## config.mk

```make
export PLATFORM = sky130hd
export DESIGN_NAME = multicycle_ctrl_fsm
export DESIGN_NICKNAME = d
export VERILOG_FILES = /design/src/rtl/multicycle_ctrl_fsm.sv
export SDC_FILE = /design/constraint.sdc
export NUM_CORES = 1
export LEC_CHECK = 0
export BUFFER_PORTS_ARGS = -buffer_cell sky130_fd_sc_hd__buf_2
export CAP_MARGIN = 10
export CORE_MARGIN = 3
export CORE_UTILIZATION = 45
export DETAILED_ROUTE_END_ITERATION = 7
export GPL_TIMING_DRIVEN = 0
export PLACE_DENSITY = 0.85
export SLEW_MARGIN = 5
export SYNTH_ARGS = -nofsm -noshare
export SYNTH_HDL_FRONTEND = slang
export SYNTH_SLANG_ARGS = --single-unit
```

## constraint.sdc

```tcl
create_clock -name clock -period 2 [get_ports clock]
set_clock_uncertainty 0.1 [all_clocks]
set_input_delay 0.4 -clock clock [delete_from_list [all_inputs] [get_ports clock]]
set_output_delay 0.4 -clock clock [all_outputs]
set_load 0.03 [all_outputs]
```

## src/rtl/multicycle_ctrl_fsm.sv

```systemverilog
// Multicycle MIPS control FSM: fetch/decode/execute sequencing
// with configurable memory waits and an illegal-instruction trap.
module multicycle_ctrl_fsm #(
  parameter int MEM_WAIT     = 3,
  parameter int LOAD_WAIT    = 3,
  parameter bit ILLEGAL_TRAP = 1'b1
) (
  input  logic        clock,
  input  logic        reset,
  input  logic [5:0]  OPCODE,
  input  logic [15:0] OFFSET,
  input  logic        Zero,
  output logic        PC_control,
  output logic        PC_cond,
  output logic [1:0]  PCSource,
  output logic        IorD,
  output logic        ReadWrite,
  output logic        IRWrite,
  output logic        MDRWrite,
  output logic        AWrite,
  output logic        BWrite,
  output logic        ULAout_ctrl,
  output logic        RegWrite,
  output logic        MemToReg,
  output logic [2:0]  ULAop,
  output logic        srcA_selector,
  output logic [1:0]  srcB_selector,
  output logic [2:0]  REGDEST_SELETOR,
  output logic        reset_out,
  output logic        illegal_op
);

  localparam int MAXW = (MEM_WAIT > LOAD_WAIT) ? MEM_WAIT : LOAD_WAIT;
  localparam int CW   = $clog2(MAXW + 1);
  localparam logic [CW-1:0] MW_LAST = CW'(MEM_WAIT);
  localparam logic [CW-1:0] LW_LAST = CW'(LOAD_WAIT - 1);

  localparam logic [5:0] OP_R    = 6'b000000;
  localparam logic [5:0] OP_ADDI = 6'b001000;
  localparam logic [5:0] OP_LW   = 6'b100011;
  localparam logic [5:0] OP_SW   = 6'b101011;
  localparam logic [5:0] OP_BEQ  = 6'b000100;
  localparam logic [5:0] OP_J    = 6'b000010;
  localparam logic [5:0] OP_RST  = 6'b111111;

  typedef enum logic [3:0] {
    S_RESET, S_FETCH, S_DECODE, S_EXEC_R, S_WB_R,
    S_EXEC_I, S_WB_I, S_MEM_ADDR, S_MEM_RD, S_MEM_WB,
    S_MEM_WR, S_BRANCH, S_JUMP, S_TRAP
  } state_t;

  typedef struct packed {
    logic       pcc;
    logic       pcd;
    logic [1:0] pcs;
    logic       iord;
    logic       rw;
    logic       irw;
    logic       mdrw;
    logic       aw;
    logic       bw;
    logic       uo;
    logic       regw;
    logic       m2r;
    logic [2:0] alu;
    logic       sa;
    logic [1:0] sb;
    logic [2:0] rd;
    logic       rso;
    logic       ill;
  } ctl_t;

  state_t        state, nxt;
  logic [CW-1:0] cnt, ncnt;
  logic [2:0]    r_alu, n_alu;
  logic          r_ld, n_ld;
  ctl_t          ctl;

  logic [5:0] funct;
  logic f_add, f_sub, f_and;
  logic d_r, d_addi, d_lw, d_sw, d_beq, d_j, d_rst;
  logic unused_ok;

  assign funct     = OFFSET[5:0];
  assign unused_ok = ^{Zero, OFFSET[15:6]};

  assign f_add  = funct == 6'b100000;
  assign f_sub  = funct == 6'b100010;
  assign f_and  = funct == 6'b100100;
  assign d_r    = (OPCODE == OP_R) && (f_add || f_sub || f_and);
  assign d_addi = OPCODE == OP_ADDI;
  assign d_lw   = OPCODE == OP_LW;
  assign d_sw   = OPCODE == OP_SW;
  assign d_beq  = OPCODE == OP_BEQ;
  assign d_j    = OPCODE == OP_J;
  assign d_rst  = OPCODE == OP_RST;

  always_comb begin
    nxt   = state;
    ncnt  = '0;
    n_alu = r_alu;
    n_ld  = r_ld;
    unique case (state)
      S_RESET:    nxt = S_FETCH;
      S_FETCH: begin
        if (cnt == MW_LAST) nxt = S_DECODE;
        else ncnt = cnt + 1'b1;
      end
      S_DECODE: begin
        n_ld = d_lw;
        unique case (1'b1)
          f_sub:   n_alu = 3'b010;
          f_and:   n_alu = 3'b011;
          default: n_alu = 3'b001;
        endcase
        unique case (1'b1)
          d_r:          nxt = S_EXEC_R;
          d_addi:       nxt = S_EXEC_I;
          d_lw || d_sw: nxt = S_MEM_ADDR;
          d_beq:        nxt = S_BRANCH;
          d_j:          nxt = S_JUMP;
          d_rst:        nxt = S_RESET;
          default:      nxt = S_TRAP;
        endcase
      end
      S_EXEC_R:   nxt = S_WB_R;
      S_EXEC_I:   nxt = S_WB_I;
      S_MEM_ADDR: nxt = r_ld ? S_MEM_RD : S_MEM_WR;
      S_MEM_RD: begin
        if (cnt == LW_LAST) nxt = S_MEM_WB;
        else ncnt = cnt + 1'b1;
      end
      S_TRAP:     nxt = ILLEGAL_TRAP ? S_TRAP : S_FETCH;
      default:    nxt = S_FETCH;
    endcase
  end

  // Outputs for the state being entered, so they are registered yet Moore-timed
  function automatic ctl_t dec(input state_t s,
                               input logic [CW-1:0] c,
                               input logic [2:0] alu);
    ctl_t o;
    o = '0;
    unique case (s)
      S_RESET: o.rso = 1'b1;
      S_FETCH: begin
        o.sb  = 2'b01;
        o.alu = 3'b001;
        o.pcc = (c == MW_LAST);
        o.irw = (c == MW_LAST);
      end
      S_DECODE: begin
        o.aw  = 1'b1;
        o.bw  = 1'b1;
        o.sb  = 2'b11;
        o.alu = 3'b001;
        o.uo  = 1'b1;
      end
      S_EXEC_R: begin
        o.sa  = 1'b1;
        o.alu = alu;
        o.uo  = 1'b1;
      end
      S_WB_R: begin
        o.regw = 1'b1;
        o.rd   = 3'b001;
      end
      S_EXEC_I, S_MEM_ADDR: begin
        o.sa  = 1'b1;
        o.sb  = 2'b10;
        o.alu = 3'b001;
        o.uo  = 1'b1;
      end
      S_WB_I:   o.regw = 1'b1;
      S_MEM_RD: begin
        o.iord = 1'b1;
        o.mdrw = (c == LW_LAST);
      end
      S_MEM_WB: begin
        o.regw = 1'b1;
        o.m2r  = 1'b1;
      end
      S_MEM_WR: begin
        o.iord = 1'b1;
        o.rw   = 1'b1;
      end
      S_BRANCH: begin
        o.sa  = 1'b1;
        o.alu = 3'b010;
        o.pcd = 1'b1;
        o.pcs = 2'b01;
      end
      S_JUMP: begin
        o.pcc = 1'b1;
        o.pcs = 2'b10;
      end
      S_TRAP:  o.ill = 1'b1;
      default: o = '0;
    endcase
    return o;
  endfunction

  always_ff @(posedge clock or posedge reset) begin
    if (reset) begin
      state   <= S_RESET;
      cnt     <= '0;
      r_alu   <= 3'b001;
      r_ld    <= 1'b0;
      ctl     <= '0;
      ctl.rso <= 1'b1;
    end else begin
      state <= nxt;
      cnt   <= ncnt;
      r_alu <= n_alu;
      r_ld  <= n_ld;
      ctl   <= dec(nxt, ncnt, n_alu);
    end
  end

  assign PC_control      = ctl.pcc;
  assign PC_cond         = ctl.pcd;
  assign PCSource        = ctl.pcs;
  assign IorD            = ctl.iord;
  assign ReadWrite       = ctl.rw;
  assign IRWrite         = ctl.irw;
  assign MDRWrite        = ctl.mdrw;
  assign AWrite          = ctl.aw;
  assign BWrite          = ctl.bw;
  assign ULAout_ctrl     = ctl.uo;
  assign RegWrite        = ctl.regw;
  assign MemToReg        = ctl.m2r;
  assign ULAop           = ctl.alu;
  assign srcA_selector   = ctl.sa;
  assign srcB_selector   = ctl.sb;
  assign REGDEST_SELETOR = ctl.rd;
  assign reset_out       = ctl.rso;
  assign illegal_op      = ctl.ill;

endmodule

```

== Word level (Yosys, flattened, before mapping) ==
Index checks and enable logic that the tools add are counted.

* $add $sub $neg: 1
* Eq/ne operators: 33
* Mux-type cells: 27
* Reductions and logical operators: 12

{| class="wikitable"
|+ Operator list
! operator !! count
|-
| 6-bit == test, second input constant || 6
|-
| 4-bit == test, second input constant || 8
|-
| 4-bit one-hot mux with 7 select lines || 1
|-
| 4-bit by 3-bit == test with 1-bit output, second input constant || 6
|-
| 4-bit one-hot mux with 6 select lines || 1
|-
| 4-bit by 2-bit == test with 1-bit output, second input constant || 4
|-
| 1-bit two-way mux || 12
|-
| 2-bit one-hot mux with 2 select lines || 3
|-
| 4-bit OR reduction || 3
|-
| 3-bit one-hot mux with 3 select lines || 1
|-
| 2-bit == test, second input constant || 4
|-
| 4-bit by 1-bit == test with 1-bit output, second input constant || 2
|-
| 2-bit two-way mux || 4
|-
| 4-bit two-way mux || 2
|-
| 6-bit by 2-bit == test with 1-bit output, second input constant || 1
|-
| 6-bit by 3-bit == test with 1-bit output, second input constant || 1
|-
| 6-bit by 4-bit == test with 1-bit output, second input constant || 1
|-
| 6-bit zero test || 1
|-
| 2-bit one-hot mux with 3 select lines || 1
|-
| 4-bit zero test || 1
|-
| 2-bit OR reduction || 2
|-
| 1-bit logical OR || 3
|-
| 3-bit two-way mux || 1
|-
| 3-bit OR reduction || 1
|-
| 3 further kinds || 3
|}

* Register bits: 34
* Input port bits: 25
* Output and inout bits: 24
* Logic and storage cells: 95

== Depth between registers and ports, before layout ==
* Word-level depth: 9
* Depth in mapped cells: 6
* Mapped depth without buffers: 6

== Worst setup path after synthesis ==
Ideal clock, no wire load.

* Path type: register to register
* Start: reg state[2]
* End: reg ctl, in the netlist PC_control
* Arrival: 1.868 ns
* Data required time: 1.775 ns
* Setup slack: -0.093 ns
* Cell stages (with the launch flop): 7
* Buffers on the path: 1
* Period minus slack after synthesis: 2.093 ns
* Path through: dfrtp_1 or4b_1 buf_2 a41oi_2 o211ai_1 nand4_1 a2bb2o_1

* Longest elaborated chain between the ends: 4
* Elaborated cells between the ends (all ways): 15

{| class="wikitable"
|+ Ends and longest elaborated chain
! item !! line !! source
|-
| start, declared || 73 || <nowiki>state_t state, nxt;</nowiki>
|-
| start signal, assigned || 212 || <nowiki>state <= nxt;</nowiki>
|-
| 4-bit == test (tied with other cells) || 103 || <nowiki>unique case (state)</nowiki>
|-
| 4-bit one-hot mux with 7 select lines or 2-bit one-hot mux with 2 select lines (tied branches) || 103 ||
|-
| 4-bit == test (tied with other cells) || 144 || <nowiki>unique case (s)</nowiki>
|-
| 1-bit one-hot mux with 2 select lines (*) || 144 ||
|-
| end signal, assigned || 216 || <nowiki>ctl <= dec(nxt, ncnt, n_alu);</nowiki>
|-
| end, declared || 77 || <nowiki>ctl_t ctl;</nowiki>
|}

Every way passes the cells marked *; elsewhere a longest branch is shown, timed or not.
A chain may end at the register's enable or synchronous reset.

== Worst setup path after layout ==
* Start: reg state[0]
* End: reg ctl, in the netlist PCSource[1]

* Longest elaborated chain between the ends: 4
* Elaborated cells between the ends (all ways): 13

{| class="wikitable"
|+ Ends and longest elaborated chain
! item !! line
|-
| 4-bit == test (tied with other cells) || 103
|-
| 4-bit one-hot mux with 7 select lines (*) || 103
|-
| via nxt[3] || 73
|-
| 4-bit == test || 144
|-
| 2-bit one-hot mux with 2 select lines (*) || 144
|}

Mark *: on every way through the listed nets, which the timed path passes. The rest lies on a longest branch.

==> flow_summary.ini <==
[floorplanning]
start_util_pct = 48.2
design.die.area_mm2 = 0.00405
fp.coreArea_mm2 = 0.00310
die_h_um = 63.7
pin_count = 49
die-width_um = 63.7
rows = 20

[timing]
grt_setup_unrepaired = true
min_period_over_period_pct = 108
slew_violations = 0
finalSetupViolCount = 14
relSlewSlack_pct = 31.0
min_period_ns = 2.17
worstMarginPinSlew_ns = 1.03
finalHoldViolCount = 0
max_freq_mhz = 461
setup_ws_ns = -0.169
whs_ns = 0.199

[drt]
drt-initial-drc-count = 93
totalWireLength_um = 3760
drt-pass1-iter-count = 4
routedWlPerCell_um = 15.4
drtAntennaViolNets = 0
viasPerCell = 5.58
vias = 1361
drc = 0

[final_layout]
fin_util_pct = 65.2
drive_gt1_share_pct = 47.0
area_growth_pct = 35.2
fin_cells = 244
antenna_cells = 0
nets = 228

[outcome]
violations = negative setup slack
status = finished with violations

[clock_tree]
root_buffer = clkbuf_4
worstSkewPairLatency_ns = 0.34
clockBufferDepth = 2
clkSlewWorstSetupHoldPaths_ns = 0.09
cts_sinks = 29
htreeDepth = 2
cts_buffers = 5
cts_tree = built
holdBufCountCts = 0

[global_route]
grt_use_total_pct = 18.6
grt_pass1_wl_um = 5820
antenna_found_initial = 0
overflow = 0
grt_pass1_vias = 1285
grt_max_degree = 30

[yosys]
async_flop_share_pct = 100
ys_seq_elements = 29
yosys_warnings = 0
synth_edf_count = 0
synth.distinct_cells = 51
syn_inst = 141
synth_top_flop_cell = dfrtp_1
syn_area_mm2 = 0.00150
seq_area_frac_synth_pct = 48.7
syn_avg_cell_area_um2 = 10.6

[power_and_ir_drop]
switchingPower_w = 0.00135
intPower_w = 0.00164
p_clk_share_pct = 12.5
swShare_pct = 45.1
peakVddDrop_mv = 0.633
power_leakage_nw = 1.00
power_frac_seq_pct = 28.5
combPwrFrac_pct = 59.0
p_per_area_mw_per_mm2 = 1470

[worst_setup_path]
cp-start-kind = register
reg2reg_from = state[0]
reg2regPathDepth = 6
path_max_fanout = 5
cp.required_ns = 2.16
r2r_end = PCSource[1]
r2r_slack_ns = -0.17
cp-end-kind = register
crit_arrival_ns = 2.33
crit_type = reg -> reg

[placed_design]
place_congestion = 0.875
port_buffers = 34
dp.cells = 221
post-place-ws_ns = -0.331
hpwl_um = 2260

[flow_run]
maxCapViolCount = 0

[min_path]
hp-class = in -> async
registers in the layout (all words and copies together), names as in the netlist, 2 cells and up:
register       cells
state              4
r_alu              2
cnt                2
srcB_selector      2
ULAop              3
Yosys cell counts (all sizes together) (2+ instances only):
cell type   n  area (µm²)
dfrtp      27         676
nor2        9        33.8
inv         8        30.0
nand2       8        30.0
and3        5        31.3
buf         5        35.0
o21ai       5        25.0
clkbuf      4        15.0
ha          4        50.1
nand3       4        20.0
nand4       4        25.0
nor2b       4        25.0
nor3        4        20.0
a21oi       3        15.0
a22oi       3        22.5
nor3b       3        32.5
nor4b       3        32.5
a21boi      2        15.0
a31oi       2        12.5
a41oi       2        25.0
dfstp       2        52.6
nand2b      2        12.5
o211ai      2        15.0
o41ai       2        25.0
xnor2       2        17.5
xor2        2        17.5
worst max-delay path, cell delays in order, from the launching register on:
cell and delay [ns]:
dfrtp_1 0.42, or4b_4 0.61, a41oi_4 0.22, o211ai_1 0.25, buf_4 0.22, nand2_2 0.08, nor3b_2 0.19
power by group through the flow:
stage	sequential [W]	clock (W)	combinational, W
after floorplan	0.00104	0	0.000784
after global placement	0.000862	0	0.00123
after detailed placement	0.000869	0	0.00126
after CTS	0.000840	0.000369	0.00151
after global routing	0.000871	0.000406	0.00189
final	0.000851	0.000373	0.00176
area by class of cell:
cell class / instances / area (µm²)
well taps: 44 / 55.1
clock buffers: 8 / 58.8
repair buffers: 50 / 290
fillers: 236 / 1080
multi-input cells: 97 / 808
inverters: 8 / 32.5
flip-flops and latches: 29 / 729
plain buffers: 8 / 48.8
layout by cell type (no fill, tap or decap), types with 3 or more instances in the layout:
cell type,Yosys,final
a21oi_1,3,3
and3_1,5,5
buf_2,1,35
buf_4,4,20
clkbuf_1,4,3
clkbuf_4,0,5
conb_1,1,3
dfrtp_1,27,26
ha_1,4,4
inv_1,8,7
nand2_1,8,7
nand4_1,4,4
nor2_1,9,6
nor2_2,0,3
nor2b_1,4,4
nor3_1,4,4
nor3b_2,2,3
o21ai_2,0,3
worst max path at each step:
stage,from,to,cells past startpoint
after floorplan,state[2],illegal_op,6
after global placement,OPCODE[4],illegal_op,6
after detailed placement,OPCODE[4],illegal_op,6
after CTS,state[3],PCSource[1],7
after global routing,state[0],PCSource[1],6
final,state[0],PCSource[1],6
what timing repair did:
item                       4_1_cts  5_1_grt
setup endpoints to repair       13       15
resized for setup               14       17
pin swaps                       10        6
setup buffers                   12        4
metrics by stage:
step	area (µm²)	TNS, ns	total power (W)
after detailed placement	1760	-3.00	0.00213
after floorplan	1530	-0.169	0.00183
after global placement	1760	-2.43	0.00209
after CTS	1950	-1.10	0.00272
final	2020	-1.44	0.00298
after global routing	2020	-2.45	0.00317
kinds of logic after synthesis:
group / after synthesis / share of synthesized area, %
flops: 29 / 48.7
other cells: 1 / 0.251
fa+ha+maj: 4 / 3.34
xor+xnor: 4 / 2.34
simple gates: 54 / 22.2
buf+inv: 17 / 5.35
compound gates: 32 / 17.9
layer usage:
metal / share of wire, % / GRT usage (%) / vias to the layer above / wire, µm
li1: - / - / 632 / -
met1: 41 / 21.8 / 671 / 1530
met2: 51 / 31.9 / 45 / 1920
met3: 5.8 / 4.46 / 13 / 219
met4: 2.5 / 8.63 / 0 / 94
met5: 0 / 0 / - / 0
Note: power is estimated with default switching activity, not from simulation.
